**config.mk**
```make
export PLATFORM = sky130hd
export DESIGN_NAME = led_ring_ctrl_flat
export DESIGN_NICKNAME = d
export VERILOG_FILES = /design/src/rtl/led_ring_ctrl_if.sv /design/src/rtl/led_ring_ctrl.sv /design/src/flat_wrapper.sv
export SDC_FILE = /design/constraint.sdc
export NUM_CORES = 1
export LEC_CHECK = 0
export CORE_MARGIN = 5
export CORE_UTILIZATION = 52
export CTS_BUF_LIST = sky130_fd_sc_hd__clkbuf_2 sky130_fd_sc_hd__clkbuf_4 sky130_fd_sc_hd__clkbuf_8
export DETAILED_ROUTE_END_ITERATION = 8
export GPL_TIMING_DRIVEN = 0
export PLACE_DENSITY = 0.9
export SYNTH_ARGS = -nofsm -noshare
export SYNTH_HDL_FRONTEND = slang
export SYNTH_SLANG_ARGS = --single-unit
export TNS_END_PERCENT = 100
```
**constraint.sdc**
```tcl
create_clock -name clk -period 1.8 [get_ports clk]
set_input_delay 0.36 -clock clk [delete_from_list [all_inputs] [get_ports clk]]
set_output_delay 0.36 -clock clk [all_outputs]
set_load 0.05 [all_outputs]
```
**src/rtl/led_ring_ctrl_if.sv**
```systemverilog
// led_ring_ctrl_if: encoder/button inputs, serialiser handshake and display outputs of the LED ring controller
interface led_ring_ctrl_if #(parameter int NUM_LEDS = 12);
    localparam int POS_W = $clog2(NUM_LEDS);
    logic                rot_up;
    logic                rot_dn;
    logic                push;
    logic [1:0]          intensity_in;
    logic                frame_done;
    logic                refresh;
    logic [NUM_LEDS-1:0] led_mask;
    logic [7:0]          intensity_out;
    logic [POS_W-1:0]    position;
    logic [1:0]          mode;
    logic                busy;
    modport master (
        input  rot_up, rot_dn, push, intensity_in, frame_done,
        output refresh, led_mask, intensity_out, position, mode, busy
    );
    modport slave (
        output rot_up, rot_dn, push, intensity_in, frame_done,
        input  refresh, led_mask, intensity_out, position, mode, busy
    );
endinterface

```
**src/rtl/led_ring_ctrl.sv**
```systemverilog
// led_ring_ctrl: rotary cursor/mode tracking with frame-atomic snapshots handed to a WS2812B serialiser
module led_ring_ctrl #(
    parameter int NUM_LEDS = 12,
    localparam int POS_W = $clog2(NUM_LEDS)
) (
    input logic clk,
    input logic res_n,
    led_ring_ctrl_if.master bus
);
    typedef enum logic {IDLE, WAIT} state_t;
    localparam logic [POS_W-1:0] LAST = POS_W'(NUM_LEDS - 1);
    state_t              state;
    logic [POS_W-1:0]    pos;
    logic [POS_W-1:0]    rpos;
    logic [1:0]          mode_q;
    logic [1:0]          int_q;
    logic                dirty;
    logic                step;
    logic                ev;
    logic [NUM_LEDS-1:0] mask_c;
    logic [7:0]          int_map;
    // mode bit 0 selects bar vs dot, bit 1 inverts the pattern
    always_comb begin
        step = bus.rot_up ^ bus.rot_dn;
        ev = step | bus.push | (bus.intensity_in != int_q);
        rpos = LAST - pos;
        mask_c = (mode_q[0] ? ({NUM_LEDS{1'b1}} >> rpos) : (NUM_LEDS'(1) << pos)) ^ {NUM_LEDS{mode_q[1]}};
        int_map = int_q == 2'b00 ? 8'h01 : int_q == 2'b01 ? 8'h02 : int_q == 2'b10 ? 8'h08 : 8'h20;
    end
    always_ff @(posedge clk or negedge res_n) begin
        if (!res_n) begin
            state <= IDLE;
            pos <= '0;
            mode_q <= 2'b00;
            int_q <= 2'b00;
            dirty <= 1'b1;
            bus.refresh <= 1'b0;
            bus.led_mask <= NUM_LEDS'(1);
            bus.intensity_out <= 8'h01;
        end else begin
            int_q <= bus.intensity_in;
            if (step) pos <= bus.rot_up ? (pos == LAST ? '0 : pos + 1'b1) : (pos == '0 ? LAST : pos - 1'b1);
            if (bus.push) mode_q <= mode_q + 2'd1;
            bus.refresh <= 1'b0;
            dirty <= dirty | ev;
            // a new event in the snapshot cycle keeps dirty set for a follow-up frame
            if (state == IDLE && dirty) begin
                bus.refresh <= 1'b1;
                bus.led_mask <= mask_c;
                bus.intensity_out <= int_map;
                dirty <= ev;
                state <= WAIT;
            end else if (state == WAIT && bus.frame_done) begin
                state <= IDLE;
            end
        end
    end
    assign bus.busy = (state == WAIT);
    assign bus.position = pos;
    assign bus.mode = mode_q;
endmodule

```
**src/flat_wrapper.sv**
```systemverilog
// flat-port wrapper written by rule: the top's interface ports become plain ports
module led_ring_ctrl_flat 
#(
    parameter int NUM_LEDS = 12,
    localparam int POS_W = $clog2(NUM_LEDS)
)
  (clk, res_n, bus_rot_up, bus_rot_dn, bus_push, bus_intensity_in, bus_frame_done, bus_refresh, bus_led_mask, bus_intensity_out, bus_position, bus_mode, bus_busy);
  led_ring_ctrl_if #(.NUM_LEDS(NUM_LEDS)) bus_i ();
  input logic clk;
  input logic res_n;
  input wire logic [$bits(bus_i.rot_up)-1:0] bus_rot_up;
  input wire logic [$bits(bus_i.rot_dn)-1:0] bus_rot_dn;
  input wire logic [$bits(bus_i.push)-1:0] bus_push;
  input wire logic [$bits(bus_i.intensity_in)-1:0] bus_intensity_in;
  input wire logic [$bits(bus_i.frame_done)-1:0] bus_frame_done;
  output wire logic [$bits(bus_i.refresh)-1:0] bus_refresh;
  output wire logic [$bits(bus_i.led_mask)-1:0] bus_led_mask;
  output wire logic [$bits(bus_i.intensity_out)-1:0] bus_intensity_out;
  output wire logic [$bits(bus_i.position)-1:0] bus_position;
  output wire logic [$bits(bus_i.mode)-1:0] bus_mode;
  output wire logic [$bits(bus_i.busy)-1:0] bus_busy;
  assign bus_i.rot_up = bus_rot_up;
  assign bus_i.rot_dn = bus_rot_dn;
  assign bus_i.push = bus_push;
  assign bus_i.intensity_in = bus_intensity_in;
  assign bus_i.frame_done = bus_frame_done;
  assign bus_refresh = bus_i.refresh;
  assign bus_led_mask = bus_i.led_mask;
  assign bus_intensity_out = bus_i.intensity_out;
  assign bus_position = bus_i.position;
  assign bus_mode = bus_i.mode;
  assign bus_busy = bus_i.busy;
  led_ring_ctrl #(.NUM_LEDS(NUM_LEDS)) u_core (.clk(clk), .res_n(res_n), .bus(bus_i));
endmodule
```
==> impl_metrics.yaml, run 1 <==
status:
  status: "finished clean"
yosys:
  syn_area_per_cell_um2: 9.800
  synth.area.mux_share_pct: 0
  seq_area_frac_synth_pct: 41.51
  synth_top_family_by_area: "compound AO/OA/AOI/OAI gates"
  yosysTopAreaCell: "dfrtp_1"
  ys.flop_type: "dfrtp_1"
  async_flop_share_pct: 100.0
  synth_compound_area_share_pct: 18.43
  ys_types: 41
  synth_adder_area_share_pct: 9.174
  syn_inst: 167
  yosysTopAreaCellShare_pct: 36.70
  synthSimpleGateAreaFrac_pct: 14.30
  synth-edff-count: 0
  synth_area_um2: 1637
  synth.area.top_cells: "dfrtp_1 37%, ha_1 9.2%, xnor2_1 6.4%"
  synth_xor_area_share_pct: 8.563
  ys_ff_latch: 27
  yosysWarnings: 0
setup_path:
  cp.required_ns: 1.44
  crit_family: "flip-flops"
  crit_type: "reg -> out"
  cp_max_fo: 2
  slowest_delay_ns: 0.56
  startpoint_type: "register"
  crit_chain: "dlygate4sd2_1"
  cp-end-kind: "primary output"
  crit_buf_inv: 1
  cpMaxStageDelayCell: "dfstp_2"
  crit_arrival_ns: 1.40
route:
  drt-total-wl_um: 3290
  wl_per_cell_um: 12.90
  drcViolationCount: 0
  drtPass1Iterations: 4
  ant_nets: 0
  vias: 1309
  drt_iter0_drc: 39
  viasPerCell: 5.133
timing:
  slew_headroom_pct: 23.00
  min_period_ns: 1.757
  fin_crit_sh_pct: 97.59
  finalHoldViolCount: 0
  tightest_slew_ns: 1.151
  max_freq_mhz: 569.3
  fin_worst_skew_ns: 0.003170
  slew_violations: 0
  setup_viol: 0
layout:
  area_growth_pct: 26.99
  layout-drive-gt1-share_pct: 16.11
  antenna_cells: 0
  fillers: 247
  multi_input_area_um2: 858.3
  stdcell_count: 255
  final_nets: 232
  regArea_um2: 684.4
run:
  max-cap-violations: 0
floorplan:
  die-area_um2: 4369
  die_x_um: 66.10
  die_y_um: 66.10
  coreArea_um2: 3028
  rows: 20
  pin_count: 36
  initial_core_util_pct: 54.05
clocking:
  cts_tree: "done"
  clock_path_buffers: 2
  root_buffer: "clkbuf_4"
  clk_pin_slew_ns: 0.15
  cts_sinks: 27
  hold_buffers: 0
  clock_latency_ns: 0.32
  cts_max_level: 1
  numCtsBuffers: 3
grt:
  grt_use_total_pct: 15.88
  grt_pass1_vias: 1124
  use_met3_pct: 3.231
  grt-ovfl-total: 0
  grt_util_met1_pct: 21.74
  grt_max_degree: 28
  grt_pass1_wl_um: 5319
  grt.busiest_layer: "met2"
  antenna_found_initial: 0
  grt_util_met2_pct: 25.28
placement:
  placed_cells: 245
  place.gp.congestion: 0.8730
  numPortBuffers: 31
  dp_hpwl_um: 2400
worst_hold_path:
  min_path_type: "reg -> reg"
[flip-flops by register name, indices dropped and copies added, names as in the netlist]
signal / cells
u_core.bus.busy: 1
u_core.bus.intensity_out: 4
u_core.bus.led_mask: 12
u_core.bus.mode: 2
u_core.bus.position: 4
u_core.bus.refresh: 1
u_core.dirty: 1
u_core.int_q: 2
[cell type report]
cell class	instances	share of cell area, %
Clock buffer	3	1.084
Inverter	11	1.987
Sequential cell	27	32.93
Tap cell	44	2.649
Multi-Input combinational cell	120	41.30
Timing Repair Buffer	37	15.53
Clock inverter	1	0.3612
Buffer	12	4.154
[Yosys cell counts (2+ instances only)]
cell,number
dfrtp_1,24
nand2_1,19
o21ai_1,18
ha_1,12
xnor2_1,12
inv_1,9
nand2b_1,9
a21oi_1,5
buf_4,5
clkbuf_1,4
nor2b_1,4
xor2_1,4
buf_6,3
dfstp_2,3
nand3_1,3
nor2_1,3
o21ai_0,3
o32ai_2,3
o31ai_1,2
[worst min-delay path, stage by stage (launching register included)]
cell and delay, ns:
dfstp_2 0.40, nand2_1 0.05, o21ai_1 0.05
[metrics by stage]
stage	area, um2	setup TNS [ns]	setup slack [ns]	hold WS (ns)	utilization (%)
after floorplan	1653	-0.008099	-0.008099	0.06441	-
after global placement	2018	-0.1081	-0.02719	0.4594	66.65
after detailed placement	2018	-0.1827	-0.04302	0.4677	66.65
after CTS	2026	0	0.01647	0.4860	66.90
after global routing	2078	-0.002411	-0.002288	0.4940	68.64
final	2078	0	0.04339	0.4812	68.64
[per-layer routing]
metal | routed length (um) | up-vias
li1 | - | 661
met1 | 1477 | 602
met2 | 1592 | 44
met3 | 201 | 2
met4 | 19 | 0
met5 | 0 | -
[cells in the final DEF, fill, tap and decap left out, types with 4 or more instances in the layout]
cell             instances
nand2b_1                 9
nor2b_1                  4
conb_1                   4
ha_1                    11
xor2_1                   4
clkdlybuf4s50_1          7
clkbuf_1                 4
dfrtp_1                 20
a21oi_1                  5
nand2_1                 19
o21ai_1                 18
xnor2_1                 12
inv_1                    9
dfrtp_2                  4
buf_4                   11
dlygate4sd2_1           22
[final timing paths]
check | start | endpoint | slack, ns | depth (start not counted)
max in group asynchronous | res_n | u_core.bus.position[0] | 0.41 | 1
max | u_core.bus.led_mask[0] | bus_led_mask[0] | 0.04 | 1
min in group asynchronous | res_n | u_core.bus.led_mask[10] | 0.63 | 1
min | u_core.bus.led_mask[0] | u_core.bus.led_mask[0] | 0.48 | 2
max reg2reg | u_core.bus.position[0] | u_core.bus.led_mask[9] | 0.15 | 8
min reg2reg | u_core.bus.led_mask[0] | u_core.bus.led_mask[0] | 0.48 | 2
[kinds of logic (layout without fill, tap and decap cells)]
| logic type | after synthesis | in the layout |
|---|---|---|
| AOI/OAI and AO/OA | 43 | 43 |
| DFF | 27 | 27 |
| buffers and inverters | 23 | 64 |
| other | 1 | 4 |
| and+or+nand+nor | 45 | 45 |
| xor gates and xnor gates | 16 | 16 |
| adders and majority gates | 12 | 12 |
[repair_timing]
item	4_1_cts	5_1_grt
cloned	0	0
resized for setup	24	5
setup buffers	1	5
setup endpoints to repair	25	6
pin swaps	0	0
Power of run 1 is not shown: default switching activity piles up to over one toggle a cycle in this logic, so the estimate is an artifact.
==> inputs of run 2 (changes only) <==
--- a/config.mk
+++ b/config.mk
@@ -5,9 +5,11 @@
 export SDC_FILE = /design/constraint.sdc
 export NUM_CORES = 1
 export LEC_CHECK = 0
+export CORE_ASPECT_RATIO = 1.5
 export CORE_MARGIN = 5
 export CORE_UTILIZATION = 52
 export CTS_BUF_LIST = sky130_fd_sc_hd__clkbuf_2 sky130_fd_sc_hd__clkbuf_4 sky130_fd_sc_hd__clkbuf_8
+export CTS_CLUSTER_SIZE = 25
 export DETAILED_ROUTE_END_ITERATION = 8
 export GPL_TIMING_DRIVEN = 0
 export PLACE_DENSITY = 0.9
==> run 2 against run 1 <==
Register-to-register slack about the same. First-iteration DRC count increased by 36%. Routed wire length is 2.7% higher. Global-route usage is essentially flat. Count of clock-buffer cells in the layout unchanged. Setup slack got worse by 0.016 ns. Final cell count down 2.7%. Flip-flop and latch count stayed put. Utilization is 0.27 points lower. Hold slack got worse by 0.0058 ns. Critical endpoint is now bus_led_mask[1].
==> impl_metrics.yaml, run 2 (synthesized netlist as in run 1, its figures left out) <==
setup_path:
  startpoint_type: "register"
  crit_chain: "clkdlybuf4s50_1"
  cp.required_ns: 1.44
  cp-end-kind: "primary output"
  crit_arrival_ns: 1.41
  cpMaxStageDelayCell: "clkdlybuf4s50_1"
  cp_max_fo: 2
  crit_type: "reg -> out"
  crit_buf_inv: 1
  slowest_delay_ns: 0.80
  crit_family: "buffers and inverters"
route:
  drt_iter0_drc: 53
  drtPass1Iterations: 4
  vias: 1320
  drt-total-wl_um: 3379
  viasPerCell: 5.323
  drcViolationCount: 0
  wl_per_cell_um: 13.63
  ant_nets: 0
grt:
  grt_use_total_pct: 15.85
  grt_pass1_vias: 1269
  grt_max_degree: 28
  antenna_found_initial: 0
  grt_pass1_wl_um: 5651
  grt-ovfl-total: 0
layout:
  final_nets: 229
  final_common_cell: "dfrtp_1"
  layout_common_cells: "20 x dfrtp_1, 19 x nand2_1, 18 x o21ai_1"
  stdcell_count: 248
  top_register: "u_core.bus.led_mask"
  largest_reg_flops: 12
  antenna_cells: 0
  fin_util_pct: 68.36
  fillers: 237
  multi_input_area_um2: 860.8
  area_growth_pct: 29.36
  layout-drive-gt1-share_pct: 15.87
  regArea_um2: 684.4
floorplan:
  rows: 25
  die-area_um2: 4392
  die_x_um: 55.81
  initial_core_util_pct: 52.85
  pin_count: 36
  coreArea_um2: 3097
  die_y_um: 78.71
timing:
  fin_crit_sh_pct: 98.48
  tightest_slew_ns: 1.166
  min_period_ns: 1.773
  fin_worst_skew_ns: 0.002098
  rsz0062_at_grt: "false"
  fin_ws_ns: 0.02744
  slew_headroom_pct: 22.00
  max_freq_mhz: 564.2
  setup_viol: 0
  whs_ns: 0.4754
  slew_violations: 0
  finalHoldViolCount: 0
placement:
  numPortBuffers: 31
  placed_cells: 241
  place.gp.congestion: 0.8605
  place_ws_ns: -0.05564
  dp_hpwl_um: 2526
clocking:
  cts_sinks: 27
  cts_tree: "done"
  root_buffer: "clkbuf_8"
  clock_latency_ns: 0.27
  clock_path_buffers: 2
  numCtsBuffers: 3
  clk_pin_slew_ns: 0.09
  cts_max_level: 1
  hold_buffers: 0
status:
  status: "finished clean"
run:
  max-cap-violations: 0
worst_hold_path:
  min_path_type: "reg -> reg"
-- run 2: changes by cell type in the layout (fill, tap and decap cells not counted), moves of 3 or more --
cell / delta
clkdlybuf4s50_1: +3
dlygate4sd2_1: -12
clkbuf_4: -3
dlymetal6s2s_1: +11
buf_4: -3
clkbuf_8: +3
-- run 2: routing by layer --
layer,up-vias,track usage [%],part of all wire [%]
met5,-,0,0
li1,642,-,-
met3,8,2.276,4.1
met2,40,30.57,55
met1,630,17.26,39
met4,0,5.596,2.1
-- run 2: final cells by class --
type / count / share of cell area (%)
inverter: 11 / 1.950
sequential: 27 / 32.33
multi-input combinational: 120 / 40.66
buffer: 12 / 4.078
tap: 40 / 2.364
timing repair buffer: 34 / 16.43
clock buffer: 3 / 1.950
clock inverter: 1 / 0.2364
-- run 2: final timing paths --
kind	start	to	slack, ns	depth (start not counted)
min	u_core.bus.led_mask[0]	u_core.bus.led_mask[0]	0.48	2
min reg2reg	u_core.bus.led_mask[0]	u_core.bus.led_mask[0]	0.48	2
max in group asynchronous	res_n	u_core.bus.position[1]	0.32	1
max reg2reg	u_core.bus.position[1]	u_core.bus.led_mask[9]	0.15	8
min in group asynchronous	res_n	u_core.bus.refresh	0.71	1
max	u_core.bus.led_mask[1]	bus_led_mask[1]	0.03	1
-- run 2: metrics by stage --
step                      area, um2   TNS (ns)
after floorplan                1653  -0.008099
after global placement         2013    -0.1246
after detailed placement       2013    -0.2344
after CTS                      2062          0
after global routing           2117          0
final                          2117          0
-- run 2: timing repair --
item	4_1_cts	5_1_grt
setup endpoints to repair	11	17
resized for setup	10	16
endpoints found under the hold margin	0	0
setup buffers	2	1
gates cloned	0	0
Power of run 2 is left out for the same reason.
